File: src/rtl/mem_pkg.sv
// rtl/mem_pkg.sv - shared request encodings and responder state for the memory path
package mem_pkg;

  localparam int WAIT_W = 3;

  typedef enum logic [1:0] {
    SZ_BYTE = 2'b00,
    SZ_HALF = 2'b01,
    SZ_WORD = 2'b10,
    SZ_RSVD = 2'b11
  } size_t;

  typedef enum logic [1:0] {
    ST_IDLE   = 2'b00,
    ST_ACCESS = 2'b01,
    ST_RESP   = 2'b10
  } state_t;

endpackage

File: src/rtl/mem_lane_align.sv
// rtl/mem_lane_align.sv - byte-lane steering, byte enables and load extraction/extension
module mem_lane_align
  import mem_pkg::*;
(
  input  size_t       size,
  input  logic [1:0]  offset,
  input  logic        sign_ext,
  input  logic [31:0] wdata,
  input  logic [31:0] rdata,
  output logic [3:0]  be,
  output logic [31:0] wdata_lanes,
  output logic [31:0] rdata_ext
);

  logic [7:0]  byte_sel;
  logic [15:0] half_sel;

  always_comb begin
    byte_sel    = rdata[{offset, 3'b000} +: 8];
    half_sel    = offset[1] ? rdata[31:16] : rdata[15:0];
    be          = 4'b0000;
    wdata_lanes = wdata;
    rdata_ext   = 32'd0;
    case (size)
      SZ_BYTE: begin
        be          = 4'b0001 << offset;
        wdata_lanes = {4{wdata[7:0]}};
        rdata_ext   = {{24{sign_ext & byte_sel[7]}}, byte_sel};
      end
      SZ_HALF: begin
        be          = 4'b0011 << offset;
        wdata_lanes = {2{wdata[15:0]}};
        rdata_ext   = {{16{sign_ext & half_sel[15]}}, half_sel};
      end
      SZ_WORD: begin
        be          = 4'b1111;
        rdata_ext   = rdata;
      end
      default: begin
        be          = 4'b0000;
      end
    endcase
  end

endmodule

File: src/rtl/mem_responder.sv
// rtl/mem_responder.sv - single-outstanding fetch/load/store responder on a wait-stated word SRAM
module mem_responder
  import mem_pkg::*;
#(
  parameter int ADDR_W      = 12,
  parameter int WAIT_STATES = 1
) (
  input  logic              clk,
  input  logic              rst,
  input  logic              req_valid,
  output logic              req_ready,
  input  logic              req_fetch,
  input  logic              req_write,
  input  logic [1:0]        req_size,
  input  logic              req_signed,
  input  logic [31:0]       req_addr,
  input  logic [31:0]       req_wdata,
  output logic              rsp_valid,
  output logic [31:0]       rsp_rdata,
  output logic              rsp_fault,
  output logic              mem_en,
  output logic [3:0]        mem_we,
  output logic [ADDR_W-1:0] mem_addr,
  output logic [31:0]       mem_wdata,
  input  logic [31:0]       mem_rdata
);

  // One extra bit so WAIT_STATES=7 can load a count of 8
  localparam int CNT_W = WAIT_W + 1;
  localparam logic [CNT_W-1:0] CNT_INIT = CNT_W'(WAIT_STATES + 1);

  state_t             state, state_next;
  logic [CNT_W-1:0]   cnt;
  size_t              size_q;
  logic               signed_q, write_q;
  logic [ADDR_W+1:0]  addr_q;
  logic [31:0]        wdata_q, rdata_q;
  logic               fault_q;
  size_t              eff_size;
  logic               eff_signed, bad, accept, done;
  logic [3:0]         lane_be;
  logic [31:0]        lane_wdata, lane_rdata;

  always_comb begin
    eff_size   = req_fetch ? SZ_HALF : size_t'(req_size);
    eff_signed = req_signed & ~req_fetch;
    bad        = (eff_size == SZ_RSVD)
               | ((eff_size == SZ_HALF) && req_addr[0])
               | ((eff_size == SZ_WORD) && (req_addr[1:0] != 2'b00))
               | ((req_addr >> (ADDR_W + 2)) != 32'd0)
               | (req_fetch & req_write);
  end

  assign accept = req_valid && (state == ST_IDLE);
  assign done   = (state == ST_ACCESS) && (cnt == '0);

  always_ff @(posedge clk or negedge rst) begin
    if (!rst) state <= ST_IDLE;
    else      state <= state_next;
  end

  always_comb begin
    state_next = state;
    case (state)
      ST_IDLE:   if (req_valid) state_next = bad ? ST_RESP : ST_ACCESS;
      ST_ACCESS: if (cnt == '0) state_next = ST_RESP;
      ST_RESP:   state_next = ST_IDLE;
      default:   state_next = ST_IDLE;
    endcase
  end

  // Response registers only change on the edge entering RESP, so they hold between responses
  always_ff @(posedge clk or negedge rst) begin
    if (!rst) begin
      cnt      <= '0;
      size_q   <= SZ_BYTE;
      signed_q <= 1'b0;
      write_q  <= 1'b0;
      addr_q   <= '0;
      wdata_q  <= 32'd0;
      rdata_q  <= 32'd0;
      fault_q  <= 1'b0;
    end else if (accept) begin
      size_q   <= eff_size;
      signed_q <= eff_signed;
      write_q  <= req_write;
      addr_q   <= req_addr[ADDR_W+1:0];
      wdata_q  <= req_wdata;
      cnt      <= CNT_INIT;
      if (bad) begin
        rdata_q <= 32'd0;
        fault_q <= 1'b1;
      end
    end else if (done) begin
      rdata_q <= write_q ? 32'd0 : lane_rdata;
      fault_q <= 1'b0;
    end else if (state == ST_ACCESS) begin
      cnt <= cnt - 1'b1;
    end
  end

  always_comb begin
    req_ready = (state == ST_IDLE);
    rsp_valid = (state == ST_RESP);
    mem_en    = (state == ST_ACCESS) && (cnt == CNT_INIT);
    mem_we    = (mem_en && write_q) ? lane_be : 4'b0000;
    mem_addr  = addr_q[ADDR_W+1:2];
    mem_wdata = lane_wdata;
  end

  assign rsp_rdata = rdata_q;
  assign rsp_fault = fault_q;

  mem_lane_align u_align (
    .size        (size_q),
    .offset      (addr_q[1:0]),
    .sign_ext    (signed_q),
    .wdata       (wdata_q),
    .rdata       (mem_rdata),
    .be          (lane_be),
    .wdata_lanes (lane_wdata),
    .rdata_ext   (lane_rdata)
  );

endmodule

File: config.mk
export PLATFORM = sky130hd
export DESIGN_NAME = mem_responder
export DESIGN_NICKNAME = d
export VERILOG_FILES = /design/src/rtl/mem_pkg.sv /design/src/rtl/mem_lane_align.sv /design/src/rtl/mem_responder.sv
export SDC_FILE = /design/constraint.sdc
export NUM_CORES = 1
export LEC_CHECK = 0
export BUFFER_PORTS_ARGS = -buffer_cell sky130_fd_sc_hd__buf_2
export CORE_UTILIZATION = 35
export CTS_BUF_LIST = sky130_fd_sc_hd__clkbuf_8 sky130_fd_sc_hd__clkbuf_16
export DETAILED_ROUTE_END_ITERATION = 10
export PLACE_DENSITY_LB_ADDON = 0.25
export SYNTH_ARGS = -nofsm -noshare
export SYNTH_HDL_FRONTEND = slang
export SYNTH_SLANG_ARGS = --single-unit
File: constraint.sdc
create_clock -name clk -period 2.53 [get_ports clk]
set_clock_uncertainty 0.15 [all_clocks]
set_input_delay 0.506 -clock clk [delete_from_list [all_inputs] [get_ports clk]]
set_output_delay 0.506 -clock clk [all_outputs]
set_load 0.03 [all_outputs]
==> results of run 1 <==
[area by class of cell]
| type | instances | area (um^2) |
|---|---|---|
| Inverter | 7 | 26.3 |
| Fill cell | 1338 | 7130 |
| Clock inverter | 3 | 15.0 |
| Multi-Input combinational cell | 352 | 2200 |
| Clock buffer | 12 | 267 |
| Sequential cell | 89 | 2230 |
| Tap cell | 176 | 220 |
| Timing Repair Buffer | 209 | 1150 |
[through the flow]
stage               hold WS [ps]  cell area (um^2)  power [mW]
finish                       198              6110        4.01
global route                 195              6110        4.22
global placement             302              5760        2.75
floorplan                   60.4              4760        2.42
CTS                          184              6090        4.05
detailed placement           307              5760        2.76
[cell usage in the layout, fill, tap and decap left out, types with 2 or more instances in the layout]
master	n
buf_2	183
dfrtp_2	4
nand2b_1	4
o2bb2ai_1	25
a211oi_1	9
mux2i_1	16
a211o_1	2
clkinv_2	3
mux2_2	23
buf_4	22
nand3b_1	3
o21ai_0	17
nor4_1	4
xor2_1	2
nor3_1	2
buf_12	3
a21oi_1	21
nand2_1	160
inv_1	6
a221o_1	6
a221oi_1	8
dfrtp_1	85
ha_1	2
mux4_2	7
clkbuf_8	3
and2_1	2
nor2_1	19
clkbuf_16	9
[where the power goes]
group	leakage, nW	internal (mW)	switching (mW)	total, mW
combinational	1.90	0.412	0.702	1.11
clock	0.144	0.735	0.533	1.27
sequential	1.14	1.53	0.0939	1.62
[sequential cells by signal, summed over array words and instances, names as in the netlist, 2 cells and up]
signal,flops
size_q,2
cnt,4
addr_q,14
rsp_rdata,32
state,2
wdata_q,32
[logic make-up after synthesis]
group	Yosys count	synth area share, %
adders and majority gates	2	0.526
DFF	89	46.8
xor gates and xnor gates	3	0.552
muxes	47	12.4
buffers and inverters	61	7.34
and+or+nand+nor	204	18.0
AOI/OAI and AO/OA	96	14.4
[worst max-delay path by stage]
stage                 start            end  slack [ps]
2_1_floorplan     size_q[0]  mem_wdata[31]          50
3_3_place_gp   req_addr[14]   rsp_rdata[3]         330
3_5_place_dp       state[1]      mem_we[1]         260
4_1_cts              cnt[3]      mem_we[1]           9
5_1_grt            state[1]      mem_we[1]         -40
6_report           state[1]      mem_we[1]          30
[what timing repair did]
| action | CTS | global route |
|---|---|---|
| resized for setup | 5 | 6 |
| endpoints found under the setup margin | 3 | 15 |
| gates cloned | 0 | 0 |
| hold endpoints to repair | 34 | 0 |
| buffers inserted | 2 | 2 |
| hold buffers | 1 | 0 |
| pin swaps | 2 | 1 |
[worst min-delay path, delay by kind of cell]
kind | cells | cell delay [ps]
buf+inv | 1 | 70
simple gates | 2 | 90
[metal layers]
| layer | wire length (um) | track usage [%] |
|---|---|---|
| met3 | 980 | 5.12 |
| met1 | 6080 | 26.1 |
| met2 | 6650 | 34.8 |
| met5 | 0 | 0 |
| met4 | 382 | 10.4 |
==> flow_summary.yaml, run 1 <==
outcome:
  status: "complete, no violations"
logic_synthesis:
  synth_top_cells_by_area: "dfrtp_1 47%, nand2_1 13%, mux2_2 5.4%"
  ys_types: 42
  ys_warn_count: 0
  syn_inst: 502
  syn-mean-instance-area_um2: 9.48
  ys_ff_latch: 89
  synth.most_common_cell: "nand2_1"
  synth-edff-count: 0
  seq_area_frac_synth_pct: 46.8
  synth_commonest_cells: "161 x nand2_1, 89 x dfrtp_1, 25 x o2bb2ai_1"
  synth_top_area_cell: "dfrtp_1"
  synth_ff_type: "dfrtp_1"
  async_flop_share_pct: 100
  synth_top_area_share_pct: 46.8
  syn_area_um2: 4760
  synth_fp_nets: 608
clocking:
  clk_latency_ps: 350
  cts.htree.levels: 3
  clk_pin_slew_ps: 60
  cts_buffers: 9
  clockBufferDepth: 2
  clock-sinks: 89
  tritoncts: "yes"
  cts_root_buffer: "clkbuf_16"
worst_hold_path:
  hp-start: "req_wdata[11]"
  hold_path_depth: 3
  worstHoldEndpoint: "wdata_q[11]"
  hold_class: "input port to register"
placed_design:
  routabilityCongestion: 0.850
  port_buffers: 187
  place_inst: 828
  place_ws_ps: 256
  hpwl_mm: 10.3
route:
  firstDrtPassIters: 4
  num_vias: 4311
  routed_wl_mm: 14.1
  via_per_inst: 5.08
  drtIter0Drc: 208
  route.detailed.drc: 0
  wl_per_cell_um: 16.6
  ant_nets: 0
critical_path:
  critical_path_class: "register to output port"
  start_kind: "register"
  crit_chain: "nor4b_4 -> and2_4 -> o211ai_1 -> buf_4 -> a21oi_1 -> buf_4"
  critPathMaxFanout: 3
  cp_num_cells: 6
  critPathRequiredTime_ps: 1870
  slowest_stage: "dfrtp_2"
  crit_buf_inv: 2
  ff2ff_path_depth: 4
  cpMostUsedCell: "buf_4"
  worst_setup_path_end_kind: "output port"
  r2r-end: "rsp_rdata[14]"
  max_stage_delay_ps: 430
  crit_arrival_ps: 1850
  critical-path-top-delay-family: "simple AND/OR/NAND/NOR gates"
  r2r_start: "addr_q[1]"
  regToRegSetupSlack_ps: 260
floorplan:
  die_y_um: 119
  start_util_pct: 35.9
  die-area_um2: 14100
  rows: 42
  die_w_um: 119
  ios: 188
  fp.coreArea_um2: 13200
power_and_ir_drop:
  ir_drop_mv: 0.279
  power_leakage_nw: 3.19
  power_density_nw_per_um2: 655
sta:
  relSlewSlack_pct: 44.1
  report.final.hold_viol_count: 0
  slew_violations: 0
  rsz0062_at_grt: "yes"
  min_period_ps: 2500
  fin_crit_sh_pct: 98.9
  final-setup-viol-count: 0
  tns_ps: 0
  fmax_mhz: 400
  tightest_slew_ps: 838
  worst_slack_ps: 27.9
finish:
  area_growth_pct: 28.5
  fin_util_pct: 46.1
  instances_no_fill: 848
  finalNetCount: 774
  antenna_cells: 0
  drive_gt1_share_pct: 39.7
global_routing:
  first_global_vias: 4563
  grt_antenna_before_repair: 0
  grt_pass1_wl_mm: 23.2
  grt_remaining_overflow: 0
  track_usage_pct: 21.2
  grt_max_degree: 56
job:
  max-cap-violations: 0
(Power assumes the default switching activity.)
==> run 2: changes to the inputs <==
REMOVE_ABC_BUFFERS = 1   (was not set)
clock period = 3 ns   (was 2.53 ns; I/O delays follow)
==> run 2 against run 1 <==
Global-route usage fell by 0.63 points. Critical path depth shrank 1. Die area is the same. Non-clock buffer count decreased by 9. Register-to-register slack better by 380 ps. Setup slack gained 330 ps. Critical endpoint is now mem_we[3]. Largest power group unchanged.
==> flow_summary.yaml, run 2 (synthesis results as in run 1) <==
sta:
  slew_violations: 0
  tightest_slew_ps: 864
  hold-worst-slack_ps: 113
  tns_ps: 0
  fmax_mhz: 378
  fin_crit_sh_pct: 88.1
  report.final.hold_viol_count: 0
  rsz0062_at_grt: "no"
  relSlewSlack_pct: 42.4
  min_period_ps: 2640
  final-setup-viol-count: 0
global_routing:
  grt_max_degree: 47
  track_usage_pct: 20.6
  grt_pass1_wl_mm: 22.5
  first_global_vias: 4268
  grt_antenna_before_repair: 0
  grt_remaining_overflow: 0
floorplan:
  die-area_um2: 14100
  rows: 42
  die_w_um: 119
  ios: 188
  start_util_pct: 35.9
  fp.coreArea_um2: 13200
  die_y_um: 119
clocking:
  ctsResizeCount: 0
  cts.htree.levels: 3
  cts_hold_buffers: 0
  clock-sinks: 89
  tritoncts: "yes"
  cts_buffers: 9
  cts_post_setup_buffers_inserted: 0
  clockBufferDepth: 2
  clk_latency_ps: 340
  cts_root_buffer: "clkbuf_16"
  clk_pin_slew_ps: 60
finish:
  multiInputGateArea_um2: 2190
  instances_no_fill: 837
  final_area_um2: 6000
  mostFrequentLayoutCell: "buf_2"
  antenna_cells: 0
  final_cell_mix: "186 x buf_2, 160 x nand2_1, 89 x dfrtp_1"
  fill_cells: 1382
  area_growth_pct: 26.2
  register_area_um2: 2230
  drive_gt1_share_pct: 38.1
  finalNetCount: 765
critical_path:
  crit_arrival_ps: 1890
  slowest_stage: "dfrtp_1"
  critical_path_class: "register to output port"
  max_stage_delay_ps: 430
  start_kind: "register"
  worst_setup_path_end_kind: "output port"
  ff2ff_path_depth: 5
  crit_chain: "nor4b_2 -> and2_1 -> o211ai_1 -> a21oi_1 -> buf_2"
  critPathMaxFanout: 4
  critPathRequiredTime_ps: 2250
placed_design:
  routabilityCongestion: 0.791
  place_area_um2: 5720
  port_buffers: 187
  place_inst: 824
  hpwl_mm: 10.1
power_and_ir_drop:
  ir_drop_mv: 0.284
  power_leakage_nw: 3.14
  power_density_nw_per_um2: 566
outcome:
  status: "complete, no violations"
route:
  routed_wl_mm: 14.0
  via_per_inst: 5.16
  wl_per_cell_um: 16.7
  drtIter0Drc: 280
  ant_nets: 0
  wl_met1_mm: 6.06
  wl_met2_mm: 6.43
  num_vias: 4319
  wl_met3_mm: 1.18
  firstDrtPassIters: 5
  top_layer_used: "met4"
  route.detailed.drc: 0
job:
  max-cap-violations: 0
worst_hold_path:
  hold_class: "input port to asynchronous set/reset pin"
[run 2: cell count changes in the layout (fill, tap and decap cells not counted), sizes merged]
cell / previous run / this run
bufinv: 0 / 1
clkbuf: 12 / 10
clkinv: 3 / 2
buf: 208 / 200
dlygate4sd3: 1 / 0
[run 2: final cells by class]
class,instances,area share [%]
flip-flops and latches,89,37.1
clock buffers,10,3.98
inverters,7,0.438
repair buffers,200,17.7
multi-input cells,352,36.4
clock inverters,3,0.729
well taps,176,3.67
[run 2: final timing paths]
check	start	endpoint	slack [ps]
worst max-delay path	state[1]	mem_we[3]	360
worst min-delay path	rst	rsp_rdata[21]	110
worst max register to register	addr_q[0]	rsp_rdata[31]	640
worst min register to register	addr_q[9]	addr_q[9]	320
max in group asynchronous	rst	wdata_q[17]	1920
min in group clk	req_wdata[15]	wdata_q[15]	290
[run 2: critical path: cells and delay by family, from the launching register on]
family                 cells  cell delay (ps)
buffers and inverters      1              220
AO/OA/AOI/OAI              2              300
flip-flops                 1              430
AND/OR/NAND/NOR            2              600
[run 2: metrics by stage]
step / util, % / total power [mW] / setup WS [ps]
2_1_floorplan: - / 1.96 / -126
3_3_place_gp: 43.2 / 2.30 / 480
3_5_place_dp: 43.2 / 2.32 / 381
4_1_cts: 45.3 / 3.43 / 350
5_1_grt: 45.3 / 3.57 / 248
6_report: 45.3 / 3.40 / 357
[run 2: power by group]
group / switching, mW / internal (mW) / total [mW]
sequential: 0.0801 / 1.29 / 1.37
combinational: 0.586 / 0.339 / 0.924
clock: 0.452 / 0.654 / 1.11
[run 2: routing by layer]
| metal | track usage (%) | vias to the layer above |
|---|---|---|
| li1 | - | 2027 |
| met1 | 26.1 | 2063 |
| met2 | 33.1 | 209 |
| met3 | 5.89 | 20 |
| met4 | 7.91 | 0 |
| met5 | 0 | - |
==> run 3: changes to the inputs <==
--- a/config.mk
+++ b/config.mk
@@ -8,4 +8,4 @@
 export BUFFER_PORTS_ARGS = -buffer_cell sky130_fd_sc_hd__buf_2
-export CORE_UTILIZATION = 35
-export CTS_BUF_LIST = sky130_fd_sc_hd__clkbuf_8 sky130_fd_sc_hd__clkbuf_16
+export CORE_UTILIZATION = 45
+export CTS_BUF_LIST = sky130_fd_sc_hd__clkbuf_16
 export DETAILED_ROUTE_END_ITERATION = 10
==> constraint.sdc (replaced) <==
create_clock -name clk -period 3 [get_ports clk]
set_clock_uncertainty 0.15 [all_clocks]
set_input_delay 0 -clock clk [delete_from_list [all_inputs] [get_ports clk]]
set_output_delay 0 -clock clk [all_outputs]
set_load 0.03 [all_outputs]
==> run 3 against run 2 <==
Clock-buffer cell count is 1 lower. Total power hardly changed. Sequential share of layout area is 4.4 points lower.
==> flow_summary.yaml, run 3 (synthesis results as in run 1) <==
power_and_ir_drop:
  p_sw_mw: 1.15
  power_leakage_nw: 3.49
  power_frac_seq_pct: 40.1
  power_frac_clock_pct: 29.9
  p_int_mw: 2.25
  power_density_nw_per_um2: 499
  combPwrFrac_pct: 30.0
  swShare_pct: 33.9
  ir_drop_mv: 0.326
  total_power_mw: 3.40
placed_design:
  port_buffers: 187
  hpwl_mm: 9.34
  place_inst: 783
  routabilityCongestion: 0.845
  place_area_um2: 5640
outcome:
  status: "complete, no violations"
global_routing:
  first_global_vias: 4782
  track_usage_pct: 27.3
  met3_usage_pct: 6.74
  grt.busiest_layer: "met2"
  use_met1_pct: 33.9
  grt_pass1_wl_mm: 23.5
  grt_max_degree: 75
  grt_remaining_overflow: 0
  grt_antenna_before_repair: 0
  met2_usage_pct: 45.9
finish:
  mostFrequentLayoutCell: "buf_2"
  area_growth_pct: 43.4
  drive_gt1_share_pct: 33.5
  fill_cells: 833
  final_cell_mix: "186 x buf_2, 160 x nand2_1, 90 x dlygate4sd3_1"
  antenna_cells: 0
  fin_util_pct: 66.4
  finalNetCount: 854
  final_area_um2: 6820
  instances_no_fill: 889
critical_path:
  crit_buf_inv: 5
  worst_setup_path_end_kind: "register"
  critPathMaxFanout: 2
  slowest_stage: "dlygate4sd3_1"
  max_stage_delay_ps: 600
  critPathRequiredTime_ps: 3080
  crit_arrival_ps: 2980
  ff2ff_path_depth: 6
  critical_path_class: "input port to register"
  critical-path-top-delay-family: "buffers and inverters"
  start_kind: "input port"
  cpMostUsedCell: "dlygate4sd3_1"
  crit_chain: "dlygate4sd3_1 -> buf_2 -> a211oi_1 -> dlygate4sd3_1 -> nand2_1 -> dlygate4sd3_1 -> o31ai_2 -> dlygate4sd3_1 -> nand2_1"
  cp_num_cells: 9
clocking:
  tritoncts: "yes"
  cts_buffers: 9
  cts_root_buffer: "clkbuf_16"
  clk_pin_slew_ps: 60
  clockBufferDepth: 2
  clk_latency_ps: 340
  cts_post_setup_buffers_inserted: 0
  cts.htree.levels: 3
  clock-sinks: 89
floorplan:
  die_y_um: 105
  die-area_um2: 11000
  start_util_pct: 46.3
  rows: 37
  ios: 188
  die_w_um: 105
  fp.coreArea_um2: 10300
route:
  drtIter0Drc: 226
  via_per_inst: 5.27
  routed_wl_mm: 14.6
  firstDrtPassIters: 5
  ant_nets: 0
  wl_per_cell_um: 16.4
  num_vias: 4689
  route.detailed.drc: 0
sta:
  relSlewSlack_pct: 34.1
  slew_violations: 0
  tightest_slew_ps: 985
  rsz0062_at_grt: "no"
  report.final.hold_viol_count: 0
  fin_crit_sh_pct: 96.7
  final-setup-viol-count: 0
  fmax_mhz: 345
  min_period_ps: 2900
worst_hold_path:
  hold_path_depth: 5
  hold_class: "input port to register"
job:
  max-cap-violations: 0
[run 3: changes by cell type in the layout (fill, tap and decap cells not counted), sizes merged]
cell,before,now
buf,200,199
clkinvlp,0,1
clkbuf,10,9
clkinv,2,6
bufinv,1,0
dlygate4sd3,0,90
[run 3: final timing paths]
check / from / endpoint / slack [ps]
max in group asynchronous: rst / rsp_rdata[11] / 1760
setup reg to reg: state[0] / signed_q / 740
setup / recovery: req_write / rsp_fault / 100
min in group asynchronous: rst / rsp_rdata[25] / 210
hold reg to reg: addr_q[7] / addr_q[7] / 330
hold / removal: req_addr[31] / state[0] / 90
[run 3: worst register-to-register path, stage by stage (launching register included)]
cell,delay (ps)
dfrtp_1,440
nor2_4,150
and2_2,220
buf_4,480
nand3b_1,150
dlygate4sd3_1,560
nand2_1,60
[run 3: repair_timing]
item / CTS / global route
setup endpoints to repair: 0 / 33
hold buffers: 90 / 0
resized for setup: 0 / 4
hold endpoints to repair: 156 / 0
[run 3: through the flow]
step	TNS, ps	setup slack [ps]	hold slack, ps
final	0	98.5	92.6
after global routing	0	19.5	112
after CTS	0	87.8	49.7
after detailed placement	0	894	41.2
after global placement	0	977	38.4
after floorplan	-507	-81.3	-446
[run 3: power by group through the flow]
| stage | clock network, mW | registers, mW | logic, mW |
|---|---|---|---|
| 6_report | 1.02 | 1.36 | 1.02 |
| 2_1_floorplan | 0 | 1.48 | 0.484 |
| 3_5_place_dp | 0 | 1.38 | 0.919 |
| 5_1_grt | 1.09 | 1.37 | 1.11 |
| 3_3_place_gp | 0 | 1.38 | 0.905 |
| 4_1_cts | 1.05 | 1.36 | 1.01 |
[run 3: layout make-up]
| cell class | instances | area (um^2) | share of cell area, % |
|---|---|---|---|
| sequential | 89 | 2230 | 32.7 |
| multi-input combinational | 352 | 2190 | 32.1 |
| timing repair buffer | 289 | 1940 | 28.5 |
| clock buffer | 9 | 225 | 3.30 |
| tap | 136 | 170 | 2.49 |
| clock inverter | 7 | 37.5 | 0.550 |
| inverter | 7 | 26.3 | 0.385 |
[run 3: layer usage]
metal | vias up | wire (um)
met5 | - | 0
met4 | 0 | 362
met3 | 27 | 1080
met2 | 211 | 7000
met1 | 2246 | 6140
li1 | 2205 | -
